## config.mk

```make
export PLATFORM = sky130hd
export DESIGN_NAME = line_buffer_sched
export DESIGN_NICKNAME = d
export VERILOG_FILES = /design/src/rtl/line_buffer_sched.sv
export SDC_FILE = /design/constraint.sdc
export NUM_CORES = 1
export LEC_CHECK = 0
export ABC_AREA = 1
export BUFFER_PORTS_ARGS = -buffer_cell sky130_fd_sc_hd__buf_2
export CAP_MARGIN = 5
export CORE_ASPECT_RATIO = 0.75
export CORE_MARGIN = 4
export CORE_UTILIZATION = 40
export DETAILED_ROUTE_END_ITERATION = 8
export GPL_ROUTABILITY_DRIVEN = 0
export PLACE_DENSITY_LB_ADDON = 0.08
export SYNTH_ARGS = -nofsm -noshare
export SYNTH_HDL_FRONTEND = slang
export SYNTH_SLANG_ARGS = --single-unit
```

## constraint.sdc

```tcl
create_clock -name clk_in -period 1.9 [get_ports clk_in]
set_clock_uncertainty 0.15 [all_clocks]
set_input_delay 0.38 -clock clk_in [delete_from_list [all_inputs] [get_ports clk_in]]
set_output_delay 0.38 -clock clk_in [all_outputs]
set_load 0.03 [all_outputs]
```

## src/rtl/line_buffer_sched.sv

```systemverilog
// Raster-position and bank-rotation sequencer for a 3-row line buffer with 4 rotating banks.
// Define LB_SCHED_ERR_EN to build the sticky protocol-error flag; otherwise err_out is tied low.
module line_buffer_sched #(
    parameter int HRES        = 1280,
    parameter int VRES        = 720,
    parameter int KERNEL_SIZE = 3
) (
    input  logic                        clk_in,
    input  logic                        rst_n_in,
    input  logic                        pixel_valid_in,
    input  logic                        sof_in,
    output logic [10:0]                 hcount_out,
    output logic [9:0]                  vcount_out,
    output logic                        we_out,
    output logic [1:0]                  wr_bank_out,
    output logic [KERNEL_SIZE-1:0][1:0] rd_bank_out,
    output logic                        window_valid_out,
    output logic [1:0]                  state_out,
    output logic                        frame_done_out,
    output logic                        err_out
);

    typedef enum logic [1:0] {
        IDLE  = 2'd0,
        PRIME = 2'd1,
        RUN   = 2'd2
    } state_t;

    localparam logic [10:0] H_LAST       = 11'(HRES - 1);
    localparam logic [9:0]  V_LAST       = 10'(VRES - 1);
    localparam logic [9:0]  V_PRIME_LAST = 10'(KERNEL_SIZE - 2);

    state_t      state, state_nxt, state_eff;
    logic [10:0] hcnt, hcnt_nxt, pos_h;
    logic [9:0]  vcnt, vcnt_nxt, pos_v;
    logic [1:0]  bank, bank_nxt, pos_b;
    logic        frame_done, frame_done_nxt;
    logic        restart, accept, line_end, frame_end;

    // A start-of-frame pixel is always pixel (0,0) of a priming frame, whatever the registers hold.
    always_comb begin
        restart   = pixel_valid_in && sof_in;
        accept    = pixel_valid_in && ((state != IDLE) || sof_in);
        state_eff = restart ? PRIME : state;
        pos_h     = restart ? 11'd0 : hcnt;
        pos_v     = restart ? 10'd0 : vcnt;
        pos_b     = restart ? 2'd0  : bank;
        line_end  = (pos_h == H_LAST);
        frame_end = line_end && (pos_v == V_LAST);
    end

    // NOTE: every signal gets a default before any branch so no path leaves one unassigned (no latch).
    always_comb begin
        hcnt_nxt       = hcnt;
        vcnt_nxt       = vcnt;
        bank_nxt       = bank;
        state_nxt      = state;
        frame_done_nxt = 1'b0;
        if (accept) begin
            if (frame_end) begin
                hcnt_nxt = 11'd0;
                vcnt_nxt = 10'd0;
                bank_nxt = 2'd0;
            end else if (line_end) begin
                hcnt_nxt = 11'd0;
                vcnt_nxt = pos_v + 10'd1;
                bank_nxt = pos_b + 2'd1;
            end else begin
                hcnt_nxt = pos_h + 11'd1;
                vcnt_nxt = pos_v;
                bank_nxt = pos_b;
            end

            unique case (state_eff)
                PRIME: begin
                    if (line_end && (pos_v == V_PRIME_LAST)) state_nxt = RUN;
                    else                                      state_nxt = PRIME;
                end
                RUN: begin
                    if (frame_end) begin
                        state_nxt      = IDLE;
                        frame_done_nxt = 1'b1;
                    end else begin
                        state_nxt = RUN;
                    end
                end
                default: state_nxt = state_eff;
            endcase
        end
    end

    // NOTE: sequential state uses non-blocking assignments so all registers update together on the edge.
    always_ff @(posedge clk_in or negedge rst_n_in) begin
        if (!rst_n_in) begin
            hcnt       <= 11'd0;
            vcnt       <= 10'd0;
            bank       <= 2'd0;
            state      <= IDLE;
            frame_done <= 1'b0;
        end else begin
            hcnt       <= hcnt_nxt;
            vcnt       <= vcnt_nxt;
            bank       <= bank_nxt;
            state      <= state_nxt;
            frame_done <= frame_done_nxt;
        end
    end

`ifdef LB_SCHED_ERR_EN
    logic err;
    logic err_set;

    // Restart while a frame is in flight, or stray pixels while idle, are both protocol faults.
    assign err_set = pixel_valid_in && (sof_in ? (state != IDLE) : (state == IDLE));

    always_ff @(posedge clk_in or negedge rst_n_in) begin
        if (!rst_n_in) err <= 1'b0;
        else if (err_set) err <= 1'b1;
    end

    assign err_out = err;
`else
    assign err_out = 1'b0;
`endif

    // Read banks are the three banks following the write bank, oldest row first.
    always_comb begin
        for (int k = 0; k < KERNEL_SIZE; k++) begin
            rd_bank_out[k] = pos_b + 2'(k + 1);
        end
    end

    assign hcount_out       = pos_h;
    assign vcount_out       = pos_v;
    assign wr_bank_out      = pos_b;
    assign we_out           = accept;
    assign window_valid_out = accept && (state_eff == RUN);
    assign state_out        = state;
    assign frame_done_out   = frame_done;

endmodule

```

### Word-level counts from Yosys, hierarchy flattened

Cells that the tools add are included.

* input bits: 4
* bits in registers: 26
* logic and storage cells: 38

* mux-type cells: 16
* add/subtract/negate cells: 5
* reduce and logical (&&, ||, !) cells: 7
* eq/ne operators: 5

Operators with widths (number)
* two-way mux 11 bit: 3
* two-way mux 10 bit: 3
* two-way mux 2 bit: 6
* adder 11 x 1 -> 11 bit, second input constant: 1
* equality test 11 bit, second input constant: 1
* adder 10 x 1 -> 10 bit, second input constant: 1
* equality test 10 x 1 -> 1 bit, second input constant: 1
* equality test 10 bit, second input constant: 1
* logical AND 1 bit: 5
* adder 2 bit, second input constant: 2
* one-hot mux 2 bit (2 select lines): 1
* two-way mux 1 bit: 3
* adder 2 x 1 -> 2 bit, second input constant: 1
* equality test 2 x 1 -> 1 bit, second input constant: 1
* equality test 2 bit, second input constant: 1
* nonzero test 2 bit: 1
* logical OR 1 bit: 1

### Longest topological paths before layout

* depth after elaboration: 7
* depth in mapped cells: 13
* depth with buffers taken out: 12

### Worst setup path after synthesis

No wires, ideal clock.

* path kind: in2out
* from: input sof_in
* to: output rd_bank_out[5] (netlist bit)
* path buffers: 0
* arrival time: 2042 ps
* path slack: -672 ps
* stages on the path: 6
* cells stage by stage: nand2_2 inv_2 nor2_1 nor2_1 a21oi_1 inv_1

RTL lines
* start, declared: line 11 `input logic sof_in,`
* end, declared: line 16 `output logic [KERNEL_SIZE-1:0][1:0] rd_bank_out,`

### Worst setup path after layout

* from: register state[0] (netlist: state_out[0])
* to: output we_out

* word-level cells in the longest chain between the ends: 3

Ends and longest elaborated chain
* start, declared: line 33 `state_t state, state_nxt, state_eff;`
* start signal, assigned: line 104 `state <= state_nxt;`
* nonzero test 2 bit: line 43 `accept = pixel_valid_in && ((state != IDLE) || sof_in);`
* logical OR 1 bit: line 43
* logical AND 1 bit: line 43
* end, declared: line 14 `output logic we_out,`

Every way passes these cells.

==> impl_metrics.toml <==
[status]
status = "complete, but fails checks"
violations = "negative setup slack"

[synth]
synth_warnings = 0
synth-seq-area-share_pct = 34.7
synthesis.nets = 280
netlist_area_um2 = 1870
avgSynthCellArea_um2 = 6.89
synth-edff-count = 0
synthDistinctLibCells = 29
synth_top_flop_cell = "dfrtp_1"
ys_seq_elements = 26
synthArstFlopShare_pct = 100
synthCells = 272

[power]
clkPwrFrac_pct = 19.6
p_int_mw = 1.14
leakagePower_nw = 1.38
power_frac_comb_pct = 43.8
p_per_area_nw_per_um2 = 738
total_power_mw = 1.91
switching_share_pct = 40.2
p_sw_mw = 0.767
max-vdd-ir-drop_mv = 0.488
sequentialPowerShare_pct = 36.6

[routing]
vias = 1926
drc_errors = 0
dr.pass1.iters = 5
initialDrtViolationCount = 103
wl_mm = 5.02
drt-wirelength-per-cell_um = 12.5
vias_per_cell = 4.78
drtAntennaViolNets = 0

[setup_path]
crit_path_end_kind = "output pin"
crit_chain = "o31ai_4, inv_2, buf_12, buf_8"
crit_type = "reg2out"
r2r_slack_ps = 150
critPathMaxFanout = 4
startpoint_type = "register"
cpMaxStageDelayCell = "dfrtp_2"
r2r_cells = 10
cp.arrival_ps = 1370
cp_data_required_time_ps = 1370
r2r-end = "vcnt[1]"
max_stage_delay_ps = 460
timing.rr.start = "hcnt[1]"
critPathBufInv = 3
cp_top_family = "flip-flops"

[layout]
area_delta_synth_final_pct = 38.1
drive_gt1_share_pct = 35.3
final_cells = 403
final_nets = 355
antenna_cells = 0
fin_util_pct = 57.6

[global_route]
overflow = 0
grt_pass1_wl_mm = 8.45
first_global_vias = 1773
grt_max_degree = 27
antenna_found_initial = 0
grt_usage_pct = 18.3

[clock_network]
clkTransAtPathRegs_ps = 100
clkLatencyLatePin_ps = 280
clockBufferDepth = 2
clock_sinks = 26
cts_buffers = 3
cts_tree = "done"
cts_max_level = 1
root_buffer = "clkbuf_8"

[sta]
timing.fmax_mhz = 526
drv_slew = 0
setup_viol = 1
setup_total_negative_slack_ps = -1.51
max_slew_margin_pct = 58.3
finalCritPeriodShare_pct = 100
finalHoldViolations = 0
period_minus_slack_ps = 1900
fin_ws_ps = -1.51
tightest_slew_ps = 626
rsz0062_at_grt = "true"

[hold_path]
worstHoldEndpoint = "vcnt[9]"
hp-start = "vcnt[9]"
hold_class = "reg2reg"
hold_depth = 2

[place]
pre_cts_ws_ps = -64.6
port_buffers = 37
dp_hpwl_mm = 3.87
post-place-cells = 394

[die]
die_h_um = 67.3
die_w_um = 87.0
num_rows = 21
die_area_um2 = 5850
core_area_um2 = 4490
pin_count = 39
start_util_pct = 41.7

[job]
maxCapViolCount = 0
[layout by cell type, fill, tap and decap left out, types with 2 or more instances in the layout]
master	synthesis	routed
a21oi_1	7	6
a21oi_4	1	2
buf_2	4	32
buf_4	3	44
buf_6	3	2
clkbuf_8	0	4
dfrtp_1	26	24
dfrtp_2	0	2
ha_1	4	2
inv_1	41	37
inv_2	2	4
nand2_1	78	75
nand2_2	3	5
nand3_1	19	19
nand3_2	3	3
nand4_1	4	4
nor2_1	27	19
nor2_2	4	6
nor2_4	3	9
nor3_1	4	4
o21ai_0	12	11
o21ai_1	7	8
o22ai_1	4	4
xnor2_1	2	2
xor2_1	5	5
[cell usage after synthesis, types with 2 or more instances]
cell type | count | area share [%]
buf_2 | 4 | 1.1
xnor2_1 | 2 | 0.94
nand4_1 | 4 | 1.3
dfrtp_1 | 26 | 35
inv_1 | 41 | 8.2
nor3_1 | 4 | 1.1
inv_2 | 2 | 0.40
xor2_1 | 5 | 2.3
ha_1 | 4 | 2.7
o21ai_1 | 7 | 1.9
nand2_2 | 3 | 1.0
nor2_2 | 4 | 1.3
buf_4 | 3 | 1.2
a21oi_1 | 7 | 1.9
o21ai_0 | 12 | 3.2
nand3_1 | 19 | 5.1
o22ai_1 | 4 | 1.3
nand3_2 | 3 | 1.6
nor2_1 | 27 | 5.4
nand2_1 | 78 | 16
nor2_4 | 3 | 1.8
buf_6 | 3 | 1.8
[cells by family after synthesis]
family / Yosys count / share of synthesized area [%]
other: 1 / 0.200
xor gates and xnor gates: 7 / 3.27
DFF: 26 / 34.7
buffers and inverters: 54 / 12.9
and+or+nand+nor: 148 / 35.9
AOI/OAI and AO/OA: 32 / 10.3
adders and majority gates: 4 / 2.67
[timing repair]
action | in CTS | in global routing
pin swaps | 3 | 0
endpoints found under the setup margin | 2 | 7
gates resized for setup | 13 | 12
buffers inserted | 4 | 0
hold buffers | 1 | 0
hold endpoints to repair | 26 | 0
[metal layers]
layer / up-vias / global-route usage [%] / routed length (um)
met5: - / 0 / 0
met4: 0 / 2.53 / 28
met3: 4 / 3.41 / 263
met2: 44 / 26.5 / 2030
met1: 880 / 28.5 / 2700
li1: 998 / - / -
[power by group through the flow]
stage | Clock (mW) | Combinational [mW] | Sequential, mW
finish | 0.374 | 0.835 | 0.699
global route | 0.411 | 0.923 | 0.711
CTS | 0.383 | 0.841 | 0.701
detailed placement | 0 | 0.785 | 0.705
global placement | 0 | 0.783 | 0.705
floorplan | 0 | 0.481 | 0.733
[layout make-up]
| class | instances | area, um^2 |
|---|---|---|
| Fill cell | 426 | 1910 |
| Tap cell | 57 | 71.3 |
| Inverter | 43 | 171 |
| Multi-Input combinational cell | 192 | 1080 |
| Clock buffer | 4 | 55.1 |
| Sequential cell | 26 | 653 |
| Timing Repair Buffer | 81 | 558 |
[worst max-delay path by stage]
| stage | slack (ps) | endpoint | depth (start not counted) | startpoint |
|---|---|---|---|---|
| 2_1_floorplan | -110 | vcnt[6] | 12 | sof_in |
| 3_3_place_gp | -40 | state_out[1] | 12 | sof_in |
| 3_5_place_dp | -60 | vcnt[1] | 12 | sof_in |
| 4_1_cts | -10 | we_out | 4 | state_out[0] |
| 5_1_grt | -70 | window_valid_out | 5 | state_out[0] |
| 6_report | -2 | we_out | 4 | state_out[0] |
[per-stage QoR]
stage          hold WS, ps  cell area [um^2]
5_1_grt                380              2590
6_report               337              2590
2_1_floorplan        -65.6              1970
3_5_place_dp           293              2440
4_1_cts                349              2560
3_3_place_gp           302              2440
[registers in the layout, indices dropped and copies added (netlist names)]
signal,count
state_out,2
vcnt,10
hcnt,11
bank,2
frame_done_out,1
[worst reg2reg max path, stage by stage, from the launching register on]
cell and delay [ps]:
dfrtp_1 330, inv_1 80, nor2_4 150, ha_4 150
nand2_2 70, nor2_4 110, nand3_4 160, buf_4 210
o21ai_1 120, nand2_1 70, o21ai_1 90
Power figures use the tool's default switching activity.
